--- src/rtl/jcu_pkg.sv ---
// Shared types and constants for the jcu_sequencer control unit.
// Optional build macro: JCU_EARLY_RETIRE_EN (see jcu_sequencer).
package jcu_pkg;

    typedef enum logic [2:0] {
        OP_LD    = 3'b000,
        OP_ST    = 3'b001,
        OP_DATA  = 3'b010,
        OP_JMPR  = 3'b011,
        OP_JMP   = 3'b100,
        OP_JMPIF = 3'b101,
        OP_MISC  = 3'b110,
        OP_IO    = 3'b111
    } opcode_e;

    typedef enum logic [2:0] {
        ALU_ADD = 3'b000,
        ALU_SHR = 3'b001,
        ALU_SHL = 3'b010,
        ALU_NOT = 3'b011,
        ALU_AND = 3'b100,
        ALU_OR  = 3'b101,
        ALU_XOR = 3'b110,
        ALU_CMP = 3'b111
    } alu_op_e;

    localparam int STEP_W = 3;

    localparam logic [1:0] PH_0 = 2'd0;
    localparam logic [1:0] PH_1 = 2'd1;
    localparam logic [1:0] PH_2 = 2'd2;
    localparam logic [1:0] PH_3 = 2'd3;

    localparam int FLAG_C = 3;
    localparam int FLAG_A = 2;
    localparam int FLAG_E = 1;
    localparam int FLAG_Z = 0;

    localparam int MISC_CLF  = 0;
    localparam int MISC_HALT = 1;

    typedef struct packed {
        logic       alu;
        logic [2:0] opcode;
        logic       is_halt;
        logic       io_out;
    } ir_fields_t;

    // Final step that carries any strobe for the given instruction.
    function automatic logic [STEP_W-1:0] last_step(input ir_fields_t f);
        logic [STEP_W-1:0] s;
        s = 3'd3;
        if (f.alu) begin
            s = (f.opcode == ALU_CMP) ? 3'd4 : 3'd5;
        end else begin
            case (f.opcode)
                OP_DATA, OP_JMPIF:    s = 3'd5;
                OP_MISC:              s = f.is_halt ? 3'd5 : 3'd3;
                OP_LD, OP_ST, OP_JMP: s = 3'd4;
                OP_IO:                s = f.io_out ? 3'd3 : 3'd4;
                default:              s = 3'd3;
            endcase
        end
        return s;
    endfunction

endpackage

--- src/rtl/jcu_stepper.sv ---
// Phase/step timing generator with IO wait-state hold, HALT freeze and
// run-edge resume; also jumps back to step 0 after the retire step.
module jcu_stepper
    import jcu_pkg::*;
#(
    parameter int NSTEPS = 6
) (
    input  logic              clk,
    input  logic              rst,
    input  logic              stall,
    input  logic              halt_instr,
    input  logic [STEP_W-1:0] retire_at,
    input  logic              run,
    output logic [STEP_W-1:0] step,
    output logic [1:0]        phase,
    output logic              halted,
    output logic [STEP_W-1:0] step_next,
    output logic [1:0]        phase_next,
    output logic              halted_next
);

    localparam logic [STEP_W-1:0] LAST_STEP = STEP_W'(NSTEPS - 1);
    localparam logic [STEP_W-1:0] HALT_STEP = 3'd5;

    logic [STEP_W-1:0] step_reg;
    logic [1:0]        phase_reg;
    logic              halted_reg;
    logic              run_prev_reg;

    always_comb begin
        step_next   = step_reg;
        phase_next  = phase_reg;
        halted_next = halted_reg;
        if (halted_reg) begin
            // Only a fresh rising edge of run releases the freeze.
            if (run && !run_prev_reg) begin
                step_next   = '0;
                phase_next  = PH_0;
                halted_next = 1'b0;
            end
        end else if (!stall) begin
            if (phase_reg == PH_3) begin
                phase_next = PH_0;
                step_next  = (step_reg == LAST_STEP || step_reg == retire_at)
                             ? '0 : step_reg + 1'b1;
            end else begin
                phase_next = phase_reg + 2'd1;
                if (halt_instr && step_reg == HALT_STEP && phase_reg == PH_2) begin
                    halted_next = 1'b1;
                end
            end
        end
    end

    always_ff @(posedge clk or posedge rst) begin
        if (rst) begin
            step_reg     <= '0;
            phase_reg    <= PH_0;
            halted_reg   <= 1'b0;
            run_prev_reg <= 1'b1;
        end else begin
            step_reg     <= step_next;
            phase_reg    <= phase_next;
            halted_reg   <= halted_next;
            run_prev_reg <= run;
        end
    end

    assign step   = step_reg;
    assign phase  = phase_reg;
    assign halted = halted_reg;

endmodule

--- src/rtl/jcu_sequencer.sv ---
// Synchronous CPU control unit: instruction decode and registered strobes.
// Optional macro JCU_EARLY_RETIRE_EN restarts fetch after the last active step.
module jcu_sequencer
    import jcu_pkg::*;
#(
    parameter  int RSEL_W = 2,
    parameter  int NSTEPS = 6,
    localparam int IR_W   = 4 + 2 * RSEL_W,
    localparam int NREGS  = 2 ** RSEL_W
) (
    input  logic              CLK_clk,
    input  logic              reset,
    input  logic [IR_W-1:0]   ir_bus,
    input  logic [3:0]        flags_bus,
    input  logic              io_ready,
    input  logic              run,
    output logic [NSTEPS-1:0] stp_bus,
    output logic [1:0]        phase,
    output logic [2:0]        alu_op,
    output logic              alu_ena_ci,
    output logic              flags_s,
    output logic              tmp_s,
    output logic              bus1_bit1,
    output logic              acc_s,
    output logic              acc_e,
    output logic [NREGS-1:0]  reg_s,
    output logic [NREGS-1:0]  reg_e,
    output logic              ram_mar_s,
    output logic              ram_s,
    output logic              ram_e,
    output logic              iar_s,
    output logic              iar_e,
    output logic              ir_s,
    output logic              io_s,
    output logic              io_e,
    output logic              io_io,
    output logic              io_da,
    output logic              halted
);

    localparam int OPW = 2 * RSEL_W;

    // Instruction fields
    logic              ir_alu;
    logic [2:0]        ir_opc;
    logic [RSEL_W-1:0] rega;
    logic [RSEL_W-1:0] regb;
    logic [OPW-1:0]    operand;
    logic [OPW+3:0]    operand_ext;
    logic [3:0]        cond_mask;
    logic              io_io_bit;
    logic              io_da_bit;
    logic              is_clf;
    logic              is_halt;

    assign ir_alu      = ir_bus[IR_W-1];
    assign ir_opc      = ir_bus[IR_W-2 -: 3];
    assign rega        = ir_bus[OPW-1 -: RSEL_W];
    assign regb        = ir_bus[RSEL_W-1:0];
    assign operand     = ir_bus[OPW-1:0];
    assign operand_ext = {operand, 4'b0000};
    assign cond_mask   = operand_ext[OPW+3 -: 4];
    assign io_io_bit   = operand[OPW-1];
    assign io_da_bit   = operand[OPW-2];
    assign is_clf      = (operand == OPW'(MISC_CLF));
    assign is_halt     = (operand == OPW'(MISC_HALT));

    // Stepper interface
    logic [STEP_W-1:0] step;
    logic [STEP_W-1:0] step_next;
    logic [1:0]        phase_next;
    logic              halted_next;
    logic [STEP_W-1:0] retire_at;
    logic [STEP_W-1:0] io_step;
    logic              io_instr;
    logic              stall;
    logic              halt_instr;

    assign io_instr   = !ir_alu && (ir_opc == OP_IO);
    assign io_step    = io_io_bit ? 3'd3 : 3'd4;
    assign stall      = io_instr && (step == io_step) && (phase == PH_1) && !io_ready;
    assign halt_instr = !ir_alu && (ir_opc == OP_MISC) && is_halt;

`ifdef JCU_EARLY_RETIRE_EN
    ir_fields_t fields;
    assign fields    = {ir_alu, ir_opc, is_halt, io_io_bit};
    assign retire_at = last_step(fields);
`else
    assign retire_at = STEP_W'(NSTEPS - 1);
`endif

    jcu_stepper #(
        .NSTEPS (NSTEPS)
    ) u_stepper (
        .clk         (CLK_clk),
        .rst         (reset),
        .stall       (stall),
        .halt_instr  (halt_instr),
        .retire_at   (retire_at),
        .run         (run),
        .step        (step),
        .phase       (phase),
        .halted      (halted),
        .step_next   (step_next),
        .phase_next  (phase_next),
        .halted_next (halted_next)
    );

    // Conditional-jump decision: flags taken during s5 phase 0, held after.
    logic take_now;
    logic jmp_take;
    logic jmp_take_reg;

    assign take_now = (cond_mask[FLAG_C] & flags_bus[FLAG_C])
                    | (cond_mask[FLAG_A] & flags_bus[FLAG_A])
                    | (cond_mask[FLAG_E] & flags_bus[FLAG_E])
                    | (cond_mask[FLAG_Z] & flags_bus[FLAG_Z]);
    assign jmp_take = (step == 3'd5 && phase == PH_0) ? take_now : jmp_take_reg;

    // Per-step intent, decoded for the state being entered
    logic e_bus1, e_iar, e_ram, e_acc, e_alu, e_rega, e_regb, e_io;
    logic s_mar, s_acc, s_ir, s_iar, s_tmp, s_flags, s_ram, s_regb, s_io;
    logic io_act;

    always_comb begin
        e_bus1 = 1'b0; e_iar = 1'b0; e_ram = 1'b0; e_acc = 1'b0;
        e_alu = 1'b0; e_rega = 1'b0; e_regb = 1'b0; e_io = 1'b0;
        s_mar = 1'b0; s_acc = 1'b0; s_ir = 1'b0; s_iar = 1'b0; s_tmp = 1'b0;
        s_flags = 1'b0; s_ram = 1'b0; s_regb = 1'b0; s_io = 1'b0;
        io_act = 1'b0;
        case (step_next)
            3'd0: begin e_bus1 = 1'b1; e_iar = 1'b1; s_mar = 1'b1; s_acc = 1'b1; end
            3'd1: begin e_ram = 1'b1; s_ir = 1'b1; end
            3'd2: begin e_acc = 1'b1; s_iar = 1'b1; end
            3'd3: begin
                if (ir_alu) begin
                    e_regb = 1'b1; s_tmp = 1'b1;
                end else begin
                    case (ir_opc)
                        OP_LD, OP_ST: begin e_rega = 1'b1; s_mar = 1'b1; end
                        OP_DATA, OP_JMPIF: begin
                            e_bus1 = 1'b1; e_iar = 1'b1; s_mar = 1'b1; s_acc = 1'b1;
                        end
                        OP_JMPR: begin e_regb = 1'b1; s_iar = 1'b1; end
                        OP_JMP:  begin e_iar = 1'b1; s_mar = 1'b1; end
                        OP_MISC: begin e_bus1 = is_clf; s_flags = is_clf; end
                        OP_IO: begin
                            e_regb = io_io_bit; s_io = io_io_bit; io_act = io_io_bit;
                        end
                        default: ;
                    endcase
                end
            end
            3'd4: begin
                if (ir_alu) begin
                    e_rega = 1'b1; e_alu = 1'b1; s_acc = 1'b1; s_flags = 1'b1;
                end else begin
                    case (ir_opc)
                        OP_LD, OP_DATA: begin e_ram = 1'b1; s_regb = 1'b1; end
                        OP_ST:    begin e_regb = 1'b1; s_ram = 1'b1; end
                        OP_JMP:   begin e_ram = 1'b1; s_iar = 1'b1; end
                        OP_JMPIF: begin e_acc = 1'b1; s_iar = 1'b1; end
                        OP_IO: begin
                            e_io = !io_io_bit; s_regb = !io_io_bit; io_act = !io_io_bit;
                        end
                        default: ;
                    endcase
                end
            end
            3'd5: begin
                if (ir_alu) begin
                    e_acc  = (ir_opc != ALU_CMP);
                    s_regb = (ir_opc != ALU_CMP);
                end else if (ir_opc == OP_DATA) begin
                    e_acc = 1'b1; s_iar = 1'b1;
                end else if (ir_opc == OP_JMPIF) begin
                    e_ram = jmp_take; s_iar = jmp_take;
                end
            end
            default: ;
        endcase
    end

    logic en_ok;
    logic set_ok;
    assign en_ok  = (phase_next != PH_0) && !halted_next;
    assign set_ok = (phase_next == PH_2) && !halted_next;

    logic [NREGS-1:0]  reg_e_next;
    logic [NREGS-1:0]  reg_s_next;
    logic [NSTEPS-1:0] stp_next;

    genvar gi;
    generate
        for (gi = 0; gi < NREGS; gi++) begin : g_reg
            assign reg_e_next[gi] = en_ok & ((e_rega & (rega == RSEL_W'(gi)))
                                           | (e_regb & (regb == RSEL_W'(gi))));
            assign reg_s_next[gi] = set_ok & s_regb & (regb == RSEL_W'(gi));
        end
        for (gi = 0; gi < NSTEPS; gi++) begin : g_stp
            assign stp_next[gi] = (step_next == STEP_W'(gi));
        end
    endgenerate

    always_ff @(posedge CLK_clk or posedge reset) begin
        if (reset) begin
            stp_bus      <= NSTEPS'(1);
            jmp_take_reg <= 1'b0;
            alu_op       <= 3'd0;
            alu_ena_ci   <= 1'b0;
            flags_s      <= 1'b0;
            tmp_s        <= 1'b0;
            bus1_bit1    <= 1'b0;
            acc_s        <= 1'b0;
            acc_e        <= 1'b0;
            reg_s        <= '0;
            reg_e        <= '0;
            ram_mar_s    <= 1'b0;
            ram_s        <= 1'b0;
            ram_e        <= 1'b0;
            iar_s        <= 1'b0;
            iar_e        <= 1'b0;
            ir_s         <= 1'b0;
            io_s         <= 1'b0;
            io_e         <= 1'b0;
            io_io        <= 1'b0;
            io_da        <= 1'b0;
        end else begin
            stp_bus      <= stp_next;
            jmp_take_reg <= jmp_take;
            alu_op       <= (en_ok && e_alu) ? ir_opc : 3'd0;
            alu_ena_ci   <= en_ok & e_alu;
            flags_s      <= set_ok & s_flags;
            tmp_s        <= set_ok & s_tmp;
            bus1_bit1    <= en_ok & e_bus1;
            acc_s        <= set_ok & s_acc;
            acc_e        <= en_ok & e_acc;
            reg_s        <= reg_s_next;
            reg_e        <= reg_e_next;
            ram_mar_s    <= set_ok & s_mar;
            ram_s        <= set_ok & s_ram;
            ram_e        <= en_ok & e_ram;
            iar_s        <= set_ok & s_iar;
            iar_e        <= en_ok & e_iar;
            ir_s         <= set_ok & s_ir;
            io_s         <= set_ok & s_io;
            io_e         <= en_ok & e_io;
            io_io        <= en_ok & io_act & io_io_bit;
            io_da        <= en_ok & io_act & io_da_bit;
        end
    end

endmodule

--- config.mk ---
export PLATFORM = sky130hd
export DESIGN_NAME = jcu_sequencer
export DESIGN_NICKNAME = d
export VERILOG_FILES = /design/src/rtl/jcu_pkg.sv /design/src/rtl/jcu_stepper.sv /design/src/rtl/jcu_sequencer.sv
export SDC_FILE = /design/constraint.sdc
export NUM_CORES = 1
export LEC_CHECK = 0
export ABC_AREA = 0
export ABC_CLOCK_PERIOD_IN_PS = 2200
export CORE_MARGIN = 2
export CORE_UTILIZATION = 45
export CTS_BUF_LIST = sky130_fd_sc_hd__clkbuf_4
export DETAILED_ROUTE_END_ITERATION = 16
export PLACE_DENSITY = 0.82
export SLEW_MARGIN = 20
export SYNTH_ARGS = -nofsm -noshare
export SYNTH_HDL_FRONTEND = slang
export SYNTH_SLANG_ARGS = --single-unit
export TNS_END_PERCENT = 100
--- constraint.sdc ---
create_clock -name CLK_clk -period 2.2 [get_ports CLK_clk]
set_clock_uncertainty 0.2 [all_clocks]
set_input_delay 0.44 -clock CLK_clk [delete_from_list [all_inputs] [get_ports CLK_clk]]
set_output_delay 0.44 -clock CLK_clk [all_outputs]
set_load 0.005 [all_outputs]
Word-level counts from Yosys, hierarchy flattened
Index checks and enable logic that the tools add are counted.
- flip-flop bits (word level): 41
- output and inout bits: 36
- input bits: 16
- word-level logic and storage cells: 204
- add/subtract/negate cells: 2
- muxes and demuxes: 74
- equal/unequal tests: 26
- bitwise operators: 45
- reduce and logical (&&, ||, !) cells: 32
- operator list (kind ; count):
    $mux 1 ; 48
    $and 1x1->1 ; 38
    $pmux 1 s2 ; 11
    $eq 3x3->1 const B ; 7
    $mux 3 ; 7
    $eq 2x2->1 const B ; 7
    $logic_and 1x1->1 ; 13
    $eq 3x2->1 const B ; 4
    $pmux 1 s3 ; 3
    $mux 2 ; 4
    $reduce_or 2->1 ; 4
    $or 1x1->1 ; 7
    $eq 2x1->1 const B ; 3
    $eq 3x1->1 const B ; 2
    $logic_not 2->1 ; 3
    $logic_not 3->1 ; 2
    $reduce_or 3->1 ; 2
    $logic_not 1->1 ; 5
    $reduce_or 5->1 ; 1
    $eq 4x1->1 const B ; 1
    $logic_not 4->1 ; 1
    $pmux 1 s4 ; 1
    $add 3x1->3 const B ; 1
    $eq 3x3->1 ; 1
    other kinds (3) ; 3

Logic depth before layout (Yosys ltp)
Gate-level depths: netlist of run 1.
- depth after elaboration: 13
- mapped depth: 10
- gate-level depth less buffers: 9

By module
A second synthesis of run 1 with hierarchy kept.
- cells, all modules: 198
- area total of the unflattened synthesis: 2001.9 sq um
- by module, submodules not included (module ; area an instance (sq um) ; cells each ; instances ; seq. area each (sq um)):
    jcu_sequencer ; 1565.3 ; 156 ; 1 ; 852.1
    jcu_stepper ; 436.7 ; 42 ; 1 ; 176.4

Worst setup path before layout of run 1
Ideal clock, no wire load.
- path type: reg-to-reg
- start: reg u_stepper.phase_reg[1] (netlist: u_stepper.phase[1])
- end: reg reg_e[2]
- library setup time: 137 ps
- setup slack: -240 ps
- path buffers: 2
- data required time: 1863 ps
- stages on the path, launching flop included: 10
- data arrival time: 2102 ps
- clock period less this slack: 2440 ps
- cell sequence: dfrtp_1 ha_1 clkbuf_1 a21bo_2 o21a_1 nor2_4 inv_2 buf_2 a22oi_1 o22ai_1
- cells in the longest elaborated chain, start to end: 10
- elaborated cells between the ends (all ways): 29
- classes of those cells: 1 x add/sub; 5 x eq/ne; 13 x mux; 4 x bitwise; 6 x reduce/logical
- RTL lines (item ; line ; RTL):
    from (decl) ; jcu_stepper.sv:26 ; logic [1:0] phase_reg;
    from (signal assigned) ; jcu_stepper.sv:63 ; phase_reg <= phase_next;
    $eq 2x1->1 ; jcu_sequencer.sv:81 ; assign stall = io_instr && (step == io_step) && (phase == PH_1) && !io_ready;
    $logic_and 1x1->1 (2 in series) ; jcu_sequencer.sv:81 ;
    $mux 3 * ; jcu_stepper.sv:41 ; end else if (!stall) begin
    $mux 3 * ; jcu_stepper.sv:34 ; if (halted_reg) begin
    via step_next[0] ; jcu_sequencer.sv:70 ; logic [STEP_W-1:0] step_next;
    $eq 3x3->1 / $eq 3x2->1 (equally long branches) ; jcu_sequencer.sv:131 ; case (step_next)
    $pmux 1 s2 ; jcu_sequencer.sv:131 ;
    $and 1x1->1 (on tied branches) ; jcu_sequencer.sv:196, jcu_sequencer.sv:197 ;
    $or 1x1->1 * ; jcu_sequencer.sv:197 ; | (e_regb & (regb == RSEL_W'(gi))));
    $and 1x1->1 * ; jcu_sequencer.sv:196 ; assign reg_e_next[gi] = en_ok & ((e_rega & (rega == RSEL_W'(gi)))
    via reg_e_next[2] ; jcu_sequencer.sv:189 ; logic [NREGS-1:0] reg_e_next;
    to (signal assigned) ; jcu_sequencer.sv:239 ; reg_e <= reg_e_next;
    to (decl) ; jcu_sequencer.sv:27 ; output logic [NREGS-1:0] reg_e,
The timed path passes the listed nets; every way through them passes the cells marked *.

Final worst setup path of run 1
- start: reg u_stepper.step_reg[0] (netlist: u_stepper.step[0])
- end: reg reg_s[3]
- cells in the longest elaborated chain, start to end: 11
- elaborated cells between the ends (all ways): 27
- classes of those cells: 1 x add/sub; 5 x eq/ne; 12 x mux; 2 x bitwise; 7 x reduce/logical
- RTL lines (item ; line ; RTL):
    from (decl) ; jcu_stepper.sv:25 ; logic [STEP_W-1:0] step_reg;
    from (signal assigned) ; jcu_stepper.sv:62 ; step_reg <= step_next;
    branches (longest 9 deep; another with $add 3x1->3) ; n/a ;
    $and 1x1->1 * (2 in series) ; jcu_sequencer.sv:198 ; assign reg_s_next[gi] = set_ok & s_regb & (regb == RSEL_W'(gi));
    via reg_s_next[3] ; jcu_sequencer.sv:190 ; logic [NREGS-1:0] reg_s_next;
    to (signal assigned) ; jcu_sequencer.sv:238 ; reg_s <= reg_s_next;
    to (decl) ; jcu_sequencer.sv:26 ; output logic [NREGS-1:0] reg_s,
Mark *: on every way through the listed nets, which the timed path passes.

==> out/qor.yml, run 1 <==
crit_path_top_delay_cell: "dfrtp_1"
gp_congestion: 0.938
core-area_sq_mm: 0.00482
synthXorXnorAreaFrac_pct: 0
vias: 2459
grt_pass1_wl_mm: 11.8
synth_edf_count: 0
postRouteAntennaNets: 0
crit_path_cell_trace: "nor4b_4 -> buf_4 -> o2111ai_4 -> and3_4 -> nor2_4 -> inv_4 -> mux2i_4 -> buf_4 -> a211oi_2"
worst_pin_slew_ns: 0.493
max_freq_mhz: 394
synth_cell_types: 71
synth_cells: 224
fin_hold_ws_ns: 0.230
rsz0062_at_grt: "true"
pin_count: 52
largest_reg_flops: 6
reg_top3: "stp_bus: 6 flops, reg_e: 4 flops, reg_s: 4 flops"
cp.depth: 9
yosys-top-cells-area: "dfrtp_1 43%, dfstp_2 2.3%, nand2_1 2.3%"
start_kind: "flop"
gr-total-overflow: 0
antenna_found_initial: 0
layout.area.seq_sq_mm: 0.00103
synthMuxAreaShare_pct: 1.09
cts_hold_buf: 0
cp_common_cell: "buf_4"
clk_pin_slew_ns: 0.12
grt_use_total_pct: 28.1
yosysWarnings: 0
max-vdd-ir-drop_mv: 0.535
die_area_sq_mm: 0.00567
critPathTopFamily: "simple AND/OR/NAND/NOR gates"
status: "finished with violations"
reg2regPathDepth: 9
critical_path_class: "reg2reg"
crit_buf_inv: 3
cpPeakStageDelay_ns: 0.45
fin_util_pct: 82.2
drv_slew: 0
grt_pass1_vias: 2318
die_w_um: 75.3
synthSimpleGateAreaFrac_pct: 24.1
htree_levels: 2
vias_per_cell: 6.04
setup_viol: 31
r2r_slack_ns: -0.34
clkLatencyLatePin_ns: 0.34
die_h_um: 75.3
firstDrtPassIters: 6
diodes: 0
regMostFlops: "stp_bus"
cts-root-buf: "clkbuf_4"
placedInstanceArea_sq_mm: 0.00333
p_leak_nw: 1.70
syn_area_per_cell_sq_um: 10.2
min_path_type: "in2async"
synth_compound_area_share_pct: 21.8
layout_setup_ws_ns: -0.338
clock-sinks: 41
tritoncts: "done"
worstPathMaxFanout: 7
routedWlPerCell_um: 20.7
max_cap_viol_count: 0
start_util_pct: 47.5
clock_path_buffers: 2
synth_ff_type: "dfrtp_1"
period_minus_slack_ns: 2.54
synth_top_area_cell: "dfrtp_1"
worst_ep_required_time_ns: 2.27
ys_ff_latch: 41
finalNetCount: 359
multi_input_area_sq_mm: 0.00155
port_buffers: 51
syn_nets: 244
synth_top_area_share_pct: 42.7
num_rows: 25
seq_area_frac_synth_pct: 45.0
finalInstanceArea_sq_mm: 0.00396
place_hpwl_mm: 5.03
end_kind: "flop"
synth_top_family_by_area: "simple AND/OR/NAND/NOR gates"
violations: "setup timing"
area_growth_pct: 73.2
wl_mm: 8.43
post-route-period-util_pct: 115
hold_viol_final: 0
drc_errors: 0
fillCellCount: 271
grt_max_degree: 42
arrival_ns: 2.61
async_flop_share_pct: 100
pre_cts_ws_ns: -0.761
slew_headroom_pct: 66.8
drt_iter0_markers: 235
syn_area_sq_mm: 0.00229
cts_buffers: 5
yosys.area_share.adder_pct: 2.19
drive_gt1_share_pct: 48.5
p_per_area_mw_per_mm2: 1040
## worst min-delay path: stages
cell and delay (ns):
clkdlybuf4s50_1 0.39, inv_1 0.09, buf_12 0.24
## cells in the mapped netlist (3+ instances only)
cell      instances
a22oi_1           4
clkbuf_1          8
nand3_1           4
nand2_1          14
o22ai_1           4
o21ai_0           4
and3_1            6
nor2_1           12
ha_1              4
nand4_1           3
nor3_1            7
inv_1            12
and2_1            5
dfrtp_1          39
a31oi_1           5
a211oi_1          4
a21oi_1           6
buf_2             5
or3_1             6
nor4_1            3
nor2b_1           7
nand3b_1          3
## worst paths after layout
kind,from,end
max,u_stepper.step[0],reg_s[3]
max reg2reg,u_stepper.step[0],reg_s[3]
min,reset,io_io
max in group asynchronous,reset,u_stepper.run_prev_reg
min in group CLK_clk,run,u_stepper.run_prev_reg
min reg2reg,u_stepper.phase[0],u_stepper.phase[0]
## per-layer routing
layer | GRT usage (%) | vias up | share of wire [%]
met5 | 0 | - | 0
met4 | 12.9 | 0 | 4.5
met3 | 5.35 | 44 | 7.5
met2 | 46.6 | 158 | 50
met1 | 35.6 | 1198 | 38
li1 | - | 1059 | -
## metrics by stage
step	total power, mW	instances	setup TNS [ns]
after CTS	3.72	400	-3.51
after global routing	4.27	407	-8.29
after global placement	2.79	384	-20.85
final	4.11	407	-6.86
after floorplan	1.99	224	-1.61
after detailed placement	2.84	384	-21.88
## kinds of logic after synthesis
| family | after synthesis |
|---|---|
| flip-flops | 41 |
| adder cells (fa/ha/maj) | 4 |
| multiplexers | 2 |
| AND/OR/NAND/NOR | 88 |
| buffers and inverters | 30 |
| AO/OA/AOI/OAI | 59 |
## report_power, final
group / internal, mW / total, mW / leakage [nW] / switching [mW]
clock: 0.134 / 0.375 / 0.0354 / 0.240
combinational: 1.37 / 2.77 / 1.12 / 1.39
sequential: 0.897 / 0.964 / 0.542 / 0.0678
## cell type report
class                      count  share of cell area (%)
clock inverter                 2                   0.253
timing repair buffer         125                    29.9
clock buffer                   6                    1.14
multi-input combinational    153                    39.3
sequential                    41                    26.0
inverter                      13                    1.30
tap                           67                    2.12
## timing repair
action | CTS | global route
resized for setup | 69 | 33
setup endpoints to repair | 33 | 30
buffers inserted | 8 | 8
pin swaps | 27 | 19
## layout by cell type, fill, tap and decap left out, drive strengths merged, types with 3 or more instances in the layout
cell	count
and2	5
a21oi	7
nor4	4
nor2	13
nand3	4
o21ai	4
a31oi	5
nand4	3
clkbuf	6
dlygate4sd2	5
clkdlybuf4s50	45
and3	7
a2111oi	3
or3	7
buf	74
ha	4
a22oi	4
nand3b	3
nand2	15
nor3	8
o22ai	4
nor2b	7
a211oi	4
dfrtp	39
inv	13
Note: power is estimated with default switching activity, not from simulation.
==> run 2, diff against run 1 <==
--- a/config.mk
+++ b/config.mk
@@ -11,7 +11,7 @@
 export CORE_UTILIZATION = 45
 export CTS_BUF_LIST = sky130_fd_sc_hd__clkbuf_4
 export DETAILED_ROUTE_END_ITERATION = 16
-export PLACE_DENSITY = 0.82
+export PLACE_DENSITY = 0.76
 export SLEW_MARGIN = 20
 export SYNTH_ARGS = -nofsm -noshare
 export SYNTH_HDL_FRONTEND = slang
==> run 2 against run 1 <==
Against the previous run:
- the run still ends with setup timing left
- global-route usage fell by 0.31 points
- clock power is 32% higher
- sequential cell count is the same
- fmax increased by 1.6%
- sequential power shrank 0.9%
- worst setup slack better by 0.039 ns
==> out/qor.yml, run 2 (same netlist as run 1, synthesis figures left out) <==
post-route-period-util_pct: 114
clkLatencyLatePin_ns: 0.35
largest_reg_flops: 6
crit_buf_inv: 4
tritoncts: "done"
grt_use_total_pct: 27.8
wl_mm: 7.90
fin_setup_tns_ns: -6.69
start_util_pct: 47.5
place_inst: 382
period_minus_slack_ns: 2.50
power_frac_clock_pct: 12.3
p_comb_share_pct: 63.9
port_buffers: 51
swShare_pct: 40.1
routedWlPerCell_um: 19.3
switchingPower_mw: 1.61
cpPeakStageDelay_ns: 0.59
rsz0062_at_grt: "true"
cts-root-buf: "clkbuf_4"
top_usage_layer: "met2"
final_common_cell: "buf_4"
worst_ep_required_time_ns: 2.26
regMostFlops: "stp_bus"
pin_count: 52
grt_max_degree: 42
violations: "setup timing"
area_growth_pct: 70.1
htree_levels: 2
instances_no_fill: 410
internal-power_mw: 2.41
p_per_area_mw_per_mm2: 1030
gr-total-overflow: 0
core-area_sq_mm: 0.00482
grt_pass1_vias: 2299
arrival_ns: 2.56
layout_setup_ws_ns: -0.298
postRouteAntennaNets: 0
end_kind: "flop"
reg_top3: "stp_bus: 6 flops, reg_e: 4 flops, reg_s: 4 flops"
vias_per_cell: 5.89
die_w_um: 75.3
use_met2_pct: 45.1
num_rows: 25
max_freq_mhz: 400
setup_viol: 33
grt_use_met1_pct: 34.4
crit_path_cell_trace: "clkdlybuf4s50_1 -> buf_4 -> or4b_4 -> o21bai_4 -> o21bai_4 -> buf_12 -> buf_12 -> nor3_4 -> and3_1"
vias: 2413
p_total_mw: 4.02
die_area_sq_mm: 0.00567
drv_slew: 0
finalNetCount: 362
crit_path_top_delay_cell: "or4b_4"
cts_buffers: 5
critPathTopFamily: "buffers and inverters"
drive_gt1_share_pct: 42.9
fin_hold_ws_ns: 0.221
hold_viol_final: 0
clk_pin_slew_ns: 0.13
drt_iter0_markers: 188
status: "finished with violations"
p_leak_nw: 1.68
max_cap_viol_count: 0
slew_headroom_pct: 58.1
cts_hold_buf: 0
critical_path_class: "in2reg"
die_h_um: 75.3
place_hpwl_mm: 4.88
diodes: 0
min_path_type: "in2async"
drc_errors: 0
clock-sinks: 41
gp_congestion: 0.990
worst_pin_slew_ns: 0.623
max-vdd-ir-drop_mv: 0.726
clock_path_buffers: 2
start_kind: "input pin"
use_met3_pct: 6.96
worstPathMaxFanout: 15
grt_pass1_wl_mm: 11.5
final_cell_mix: "61 x buf_4, 47 x clkdlybuf4s50_1, 38 x dfrtp_1"
pre_cts_ws_ns: -0.755
firstDrtPassIters: 5
antenna_found_initial: 0
pwr-share-seq_pct: 23.8
## run 2: routing by layer
metal | vias to the layer above | share of wire (%)
li1 | 1068 | -
met1 | 1201 | 40
met2 | 114 | 51
met3 | 30 | 5.7
met4 | 0 | 4.1
met5 | - | 0
## run 2: area by class of cell
type	count	area, sq um
repair buffers	127	1170
multi-input cells	154	1470
inverters	13	51.3
clock buffers	5	37.5
flip-flops and latches	41	1030
clock inverters	3	41.3
well taps	67	83.8
fillers	286	930
## run 2: timing repair
| item | CTS | global route |
|---|---|---|
| setup buffers | 12 | 7 |
| resized for setup | 36 | 31 |
| gates cloned | 1 | 0 |
| endpoints found under the setup margin | 31 | 35 |
| pin swaps | 19 | 15 |
## run 2: power groups by stage
stage | logic (mW) | clock network, mW | registers [mW]
2_1_floorplan | 1.00 | 0 | 0.984
3_3_place_gp | 1.79 | 0 | 0.965
3_5_place_dp | 1.79 | 0 | 0.971
4_1_cts | 2.12 | 0.500 | 0.953
5_1_grt | 2.70 | 0.526 | 0.965
6_report | 2.57 | 0.494 | 0.955
## run 2: path summary, 6_finish.rpt
check                              startpoint                     end  slack [ns]  cells after the start
min reg2reg                u_stepper.phase[0]      u_stepper.phase[0]        0.50                      2
min in group CLK_clk                      run  u_stepper.run_prev_reg        0.33                      1
max reg2reg                 u_stepper.step[0]                reg_s[1]       -0.28                      8
min                                     reset              stp_bus[4]        0.22                      3
max                                 ir_bus[4]               alu_op[0]       -0.30                      9
max in group asynchronous               reset              stp_bus[0]        1.31                      3
## run 2: worst min-delay path, stage by stage
cell and delay [ns]:
clkdlybuf4s50_1 0.40, inv_1 0.09, buf_12 0.24
## run 2: metrics by stage
step                      utilization, %  area (sq um)
after global routing                80.7          3890
after floorplan                        -          2350
after global placement              68.2          3290
final                               80.7          3890
after CTS                           75.6          3640
after detailed placement            68.2          3290
